[src/rtl/pll_phase_pkg.sv]
// Shared types and constants for the PLL dynamic phase-shift sequencer.
// Imported by pll_phase_stepper and its testbench.
package pll_phase_pkg;

    localparam int CNTSEL_W = 5;

    typedef enum logic [2:0] {
        IDLE,
        PULSE,
        WAIT_LO,
        WAIT_HI,
        GAP,
        FINISH
    } state_t;

    localparam logic [CNTSEL_W-1:0] CNT_ALL = 5'b00000;
    localparam logic [CNTSEL_W-1:0] CNT_M   = 5'b00001;
    localparam logic [CNTSEL_W-1:0] CNT_C0  = 5'b00010;

endpackage

[src/rtl/bit_sync.sv]
// Single-bit multi-flop synchroniser with a configurable reset value.
// Used to bring the PLL phase_done strobe into the clk domain.
module bit_sync #(
    parameter int   STAGES  = 2,
    parameter logic RST_VAL = 1'b0
) (
    input  logic clk,
    input  logic reset_n,
    input  logic d,
    output logic q
);

    logic [STAGES-1:0] ff;

    always_ff @(posedge clk or negedge reset_n) begin
        if (!reset_n) begin
            ff <= {STAGES{RST_VAL}};
        end else begin
            ff <= {ff[STAGES-2:0], d};
        end
    end

    assign q = ff[STAGES-1];

endmodule

[src/rtl/pll_phase_stepper.sv]
// Issues N signed phase steps to a PLL dynamic phase-shift port,
// one handshake at a time, with abort and handshake timeout.
module pll_phase_stepper
    import pll_phase_pkg::*;
#(
    parameter int STEP_W      = 16,
    parameter int CNTSEL_W    = pll_phase_pkg::CNTSEL_W,
    parameter int EN_CYCLES   = 2,
    parameter int GAP_CYCLES  = 2,
    parameter int TIMEOUT     = 1024,
    parameter int SYNC_STAGES = 2
) (
    input  logic                clk,
    input  logic                reset_n,
    input  logic                cmd_valid,
    output logic                cmd_ready,
    input  logic [CNTSEL_W-1:0] cmd_cntsel,
    input  logic [STEP_W-1:0]   cmd_steps,
    input  logic                abort,
    output logic                busy,
    output logic                done,
    output logic                timeout_err,
    output logic [STEP_W-1:0]   steps_done,
    output logic                phase_en,
    output logic                updn,
    output logic [CNTSEL_W-1:0] cntsel,
    input  logic                phase_done
);

    localparam int MAX_A   = (EN_CYCLES > GAP_CYCLES) ? EN_CYCLES : GAP_CYCLES;
    localparam int CNT_MAX = (TIMEOUT > MAX_A) ? TIMEOUT : MAX_A;
    localparam int CNT_W   = $clog2(CNT_MAX + 1);

    localparam logic [CNT_W-1:0] EN_LAST  = CNT_W'(EN_CYCLES - 1);
    localparam logic [CNT_W-1:0] GAP_LAST = CNT_W'(GAP_CYCLES - 1);
    localparam logic [CNT_W-1:0] TO_LAST  = CNT_W'(TIMEOUT - 1);

    state_t              state;
    state_t              state_n;
    logic [CNT_W-1:0]    cnt;
    logic [STEP_W-1:0]   remaining;
    logic [STEP_W-1:0]   steps_abs;
    logic                abort_pend;
    logic                to_q;
    logic                pd_sync;

    logic                accept;
    logic                cnt_clr;
    logic                step_inc;
    logic                to_hit;

    bit_sync #(
        .STAGES  (SYNC_STAGES),
        .RST_VAL (1'b1)
    ) u_pd_sync (
        .clk     (clk),
        .reset_n (reset_n),
        .d       (phase_done),
        .q       (pd_sync)
    );

    // Magnitude of the most negative command still fits as unsigned.
    assign steps_abs = cmd_steps[STEP_W-1] ? (~cmd_steps + STEP_W'(1))
                                           : cmd_steps;

    always_comb begin
        state_n  = state;
        accept   = 1'b0;
        cnt_clr  = 1'b0;
        step_inc = 1'b0;
        to_hit   = 1'b0;
        unique case (state)
            IDLE: begin
                if (cmd_valid) begin
                    accept  = 1'b1;
                    cnt_clr = 1'b1;
                    state_n = (cmd_steps == '0) ? FINISH : PULSE;
                end
            end
            PULSE: begin
                if (cnt == EN_LAST) begin
                    cnt_clr = 1'b1;
                    state_n = WAIT_LO;
                end
            end
            WAIT_LO: begin
                if (!pd_sync) begin
                    cnt_clr = 1'b1;
                    state_n = WAIT_HI;
                end else if (cnt == TO_LAST) begin
                    to_hit  = 1'b1;
                    state_n = IDLE;
                end
            end
            WAIT_HI: begin
                if (pd_sync) begin
                    step_inc = 1'b1;
                    cnt_clr  = 1'b1;
                    state_n  = (remaining == STEP_W'(1) || abort_pend)
                               ? FINISH : GAP;
                end else if (cnt == TO_LAST) begin
                    to_hit  = 1'b1;
                    state_n = IDLE;
                end
            end
            GAP: begin
                if (cnt == GAP_LAST) begin
                    cnt_clr = 1'b1;
                    state_n = abort_pend ? FINISH : PULSE;
                end
            end
            FINISH: state_n = IDLE;
            default: state_n = IDLE;
        endcase
    end

    always_ff @(posedge clk or negedge reset_n) begin
        if (!reset_n) begin
            state <= IDLE;
        end else begin
            state <= state_n;
        end
    end

    always_ff @(posedge clk or negedge reset_n) begin
        if (!reset_n) begin
            cnt        <= '0;
            remaining  <= '0;
            steps_done <= '0;
            updn       <= 1'b0;
            cntsel     <= '0;
            abort_pend <= 1'b0;
            to_q       <= 1'b0;
        end else begin
            to_q <= to_hit;
            if (cnt_clr || state == IDLE || state == FINISH) begin
                cnt <= '0;
            end else begin
                cnt <= cnt + 1'b1;
            end
            if (accept) begin
                remaining  <= steps_abs;
                steps_done <= '0;
                updn       <= ~cmd_steps[STEP_W-1];
                cntsel     <= cmd_cntsel;
            end else if (step_inc) begin
                remaining <= remaining - 1'b1;
                if (steps_done != '1) begin
                    steps_done <= steps_done + 1'b1;
                end
            end
            if (accept || state == FINISH) begin
                abort_pend <= 1'b0;
            end else if (state != IDLE && abort) begin
                abort_pend <= 1'b1;
            end
        end
    end

    assign cmd_ready   = (state == IDLE);
    assign busy        = (state != IDLE);
    assign done        = (state == FINISH);
    assign phase_en    = (state == PULSE);
    assign timeout_err = to_q;

endmodule
[config.mk]
export PLATFORM = sky130hd
export DESIGN_NAME = pll_phase_stepper
export DESIGN_NICKNAME = d
export VERILOG_FILES = /design/src/rtl/pll_phase_pkg.sv /design/src/rtl/bit_sync.sv /design/src/rtl/pll_phase_stepper.sv
export SDC_FILE = /design/constraint.sdc
export NUM_CORES = 1
export LEC_CHECK = 0
export BUFFER_PORTS_ARGS = -buffer_cell sky130_fd_sc_hd__buf_2
export CORE_ASPECT_RATIO = 0.9
export CORE_MARGIN = 10
export CORE_UTILIZATION = 54
export DETAILED_ROUTE_END_ITERATION = 10
export PLACE_DENSITY = 0.77
export SYNTH_ARGS = -nofsm -noshare
export SYNTH_HDL_FRONTEND = slang
export SYNTH_HIERARCHICAL = 1
export SYNTH_SLANG_ARGS = --single-unit
export TNS_END_PERCENT = 10
[constraint.sdc]
create_clock -name clk -period 4.49 [get_ports clk]
set_input_delay 0.6735 -clock clk [delete_from_list [all_inputs] [get_ports clk]]
set_output_delay 0.6735 -clock clk [all_outputs]
set_load 0.05 [all_outputs]
==> flow_metrics.env <==
export IMPL_yosysMostFrequentCell="dfrtp_1"
export IMPL_path_class="reg2reg"
export IMPL_rsz0062_at_grt="false"
export IMPL_avgViaCountPerCell=5.66
export IMPL_numCtsBuffers=5
export IMPL_ir_drop_mv=0.423
export IMPL_setup_violations_final=0
export IMPL_syn_area_per_cell_um2=9.25
export IMPL_yosys_area_top_type="dfrtp_1"
export IMPL_max_freq_mhz=387
export IMPL_cts_tree="yes"
export IMPL_clock_tree_root_cell="clkbuf_8"
export IMPL_ctsHoldBuffers=0
export IMPL_wl_per_cell_um=15.2
export IMPL_period_needed_ps=2580
export IMPL_final_util=0.635
export IMPL_ant_nets=0
export IMPL_final_hold_violation_count=0
export IMPL_htree_levels=2
export IMPL_synth_cell_types=51
export IMPL_place_inst=457
export IMPL_grt_pass1_wl_mm=12.1
export IMPL_drt_wl_total_mm=7.08
export IMPL_power_density_nw_per_um2=540
export IMPL_antennaDiodeCount=0
export IMPL_cap_violations=0
export IMPL_relSlewSlack=0.247
export IMPL_coreArea_um2=5760
export IMPL_grt_ovfl_total=0
export IMPL_pin_count=53
export IMPL_reg2reg_depth=6
export IMPL_start_util=0.562
export IMPL_drive_above_1_share=0.175
export IMPL_gp_congestion=0.937
export IMPL_yosysWarnings=6
export IMPL_async_reset_ff_frac=1.00
export IMPL_hpwlAfterDp_mm=5.17
export IMPL_fin_crit_sh=0.575
export IMPL_synth_common_cells="dfrtp_1, nand2_1, nor2_1"
export IMPL_route_vias_total=2631
export IMPL_antenna_found_initial=0
export IMPL_synth_top_area_share=0.417
export IMPL_drc=0
export IMPL_cpMaxStageDelayCell="dfrtp_1"
export IMPL_synth_cells=350
export IMPL_final_cells=465
export IMPL_cts_path_max_buffers=2
export IMPL_die_h_um=93.5
export IMPL_fp_dieW_um=102
export IMPL_p_leak_nw=1.67
export IMPL_die_area_um2=9500
export IMPL_dp_slack_ps=1930
export IMPL_synth_seq_cells=56
export IMPL_crit_path_end_kind="flop"
export IMPL_rows=26
export IMPL_cpPeakStageDelay_ps=530
export IMPL_final_setup_tns_ps=0
export IMPL_crit_path_frequent_cell="or3_1"
export IMPL_ys_flop_type="dfrtp_1"
export IMPL_port_buffers=52
export IMPL_area_delta_synth_final_pct=12.8
export IMPL_min_path_cells=0
export IMPL_synth_edf_count=0
export IMPL_p_total_mw=1.97
export IMPL_first_global_vias=2636
export IMPL_postCtsSetupBuffers=0
export IMPL_grt_max_degree=57
export IMPL_clk_latency_ps=310
export IMPL_tightest_slew_ps=1130
export IMPL_seq_area_frac_synth=0.434
export IMPL_crit_required_ps=4700
export IMPL_grtUsageTotal=0.153
export IMPL_fin_nets=426
export IMPL_first_pass_iters=4
export IMPL_cts_resized=0
export IMPL_syn_num_nets=382
export IMPL_cp_max_fo=23
export IMPL_cts_sinks=56
export IMPL_crit_arrival_ps=2800
export IMPL_status="completed"
export IMPL_finalWorstSetupSlack_ps=1910
export IMPL_crit_path_cell_trace="or3_1 > inv_1 > nand2_1 > a21o_1 > or3_1 > a21oi_1"
export IMPL_syn_area_um2=3240
export IMPL_synth_area_leaders="dfrtp_1, xor2_1, nand2_1, xnor2_1, nor2_1"
export IMPL_clk_pin_slew_ps=90
export IMPL_skew_ps=14.8
export IMPL_drt_iter0_drc=162
export IMPL_setup_worst_path_start_class="flop"
export IMPL_hold_class="reg2reg"
export IMPL_finalMaxSlewViolations=0
final cells by class:
cell class / instances / area (µm²)
Clock buffer: 6 / 72.6
Clock inverter: 2 / 60.1
Fill cell: 505 / 2100
Inverter: 9 / 33.8
Multi-Input combinational cell: 269 / 1730
Sequential cell: 56 / 1400
Tap cell: 70 / 87.6
Timing Repair Buffer: 53 / 268
report_power, final:
part / switching (mW) / leakage [nW] / internal [mW]
Combinational: 0.535 / 0.883 / 0.256
Clock: 0.163 / 0.0654 / 0.223
Sequential: 0.156 / 0.721 / 0.640
kinds of logic after synthesis:
group,after synthesis,share of synthesized area
fa+ha+maj,6,0.0232
compound gates,58,0.118
xor+xnor,44,0.119
simple gates,153,0.248
buf+inv,25,0.0328
mux,8,0.0247
flops,56,0.434
placed cells by master (no fill, tap or decap), types with 3 or more instances in the layout:
master	netlist	final
and3_1	5	5
clkbuf_8	0	5
nand4b_1	3	3
dfrtp_1	54	54
nand2_1	47	47
a211oi_1	3	3
nand3_1	10	10
xor2_1	25	25
a21oi_1	13	13
nor3_1	8	8
mux2i_1	8	8
ha_1	6	6
o21ai_0	22	22
nand4_1	9	9
inv_1	9	9
or3_1	6	6
xnor2_1	19	19
buf_2	4	52
o31ai_1	3	3
nor2_1	38	38
nor4_1	6	6
per-stage QoR:
| stage | instance area, µm² | hold WS, ps |
|---|---|---|
| detailed placement | 3520 | 347 |
| global route | 3650 | 371 |
| global placement | 3520 | 351 |
| floorplan | 3240 | 345 |
| finish | 3650 | 364 |
| CTS | 3650 | 365 |
path summary, 6_finish.rpt:
| check | start | to | slack, ps |
|---|---|---|---|
| max | state[1] | steps_done[14] | 1910 |
| min | u_pd_sync/ff[0] | u_pd_sync/ff[1] | 360 |
| max reg2reg | state[1] | steps_done[14] | 1910 |
| min reg2reg | u_pd_sync/ff[0] | u_pd_sync/ff[1] | 360 |
| max in group asynchronous | reset_n | steps_done[5] | 3550 |
| min in group asynchronous | reset_n | remaining[5] | 480 |
critical path, delay by kind of cell, from the launching register on:
kind                   cells  cell delay (ps)
AOI/OAI and AO/OA          2              550
DFF                        1              530
buffers and inverters      1              110
and+or+nand+nor            3             1300
registers in the layout, summed over array words and instances (netlist names), 2 cells and up:
signal        cells
u_pd_sync/ff      2
cntsel            5
remaining        16
cnt              11
steps_done       16
state             3
layer usage:
layer	part of all wire	routed length, µm	global-route usage	up-vias
met4	0.0068	48	0.0357	0
li1	-	-	-	1313
met3	0.056	399	0.0412	5
met1	0.46	3230	0.191	1264
met5	0	0	0	-
met2	0.48	3400	0.257	49
(Power assumes the default switching activity.)
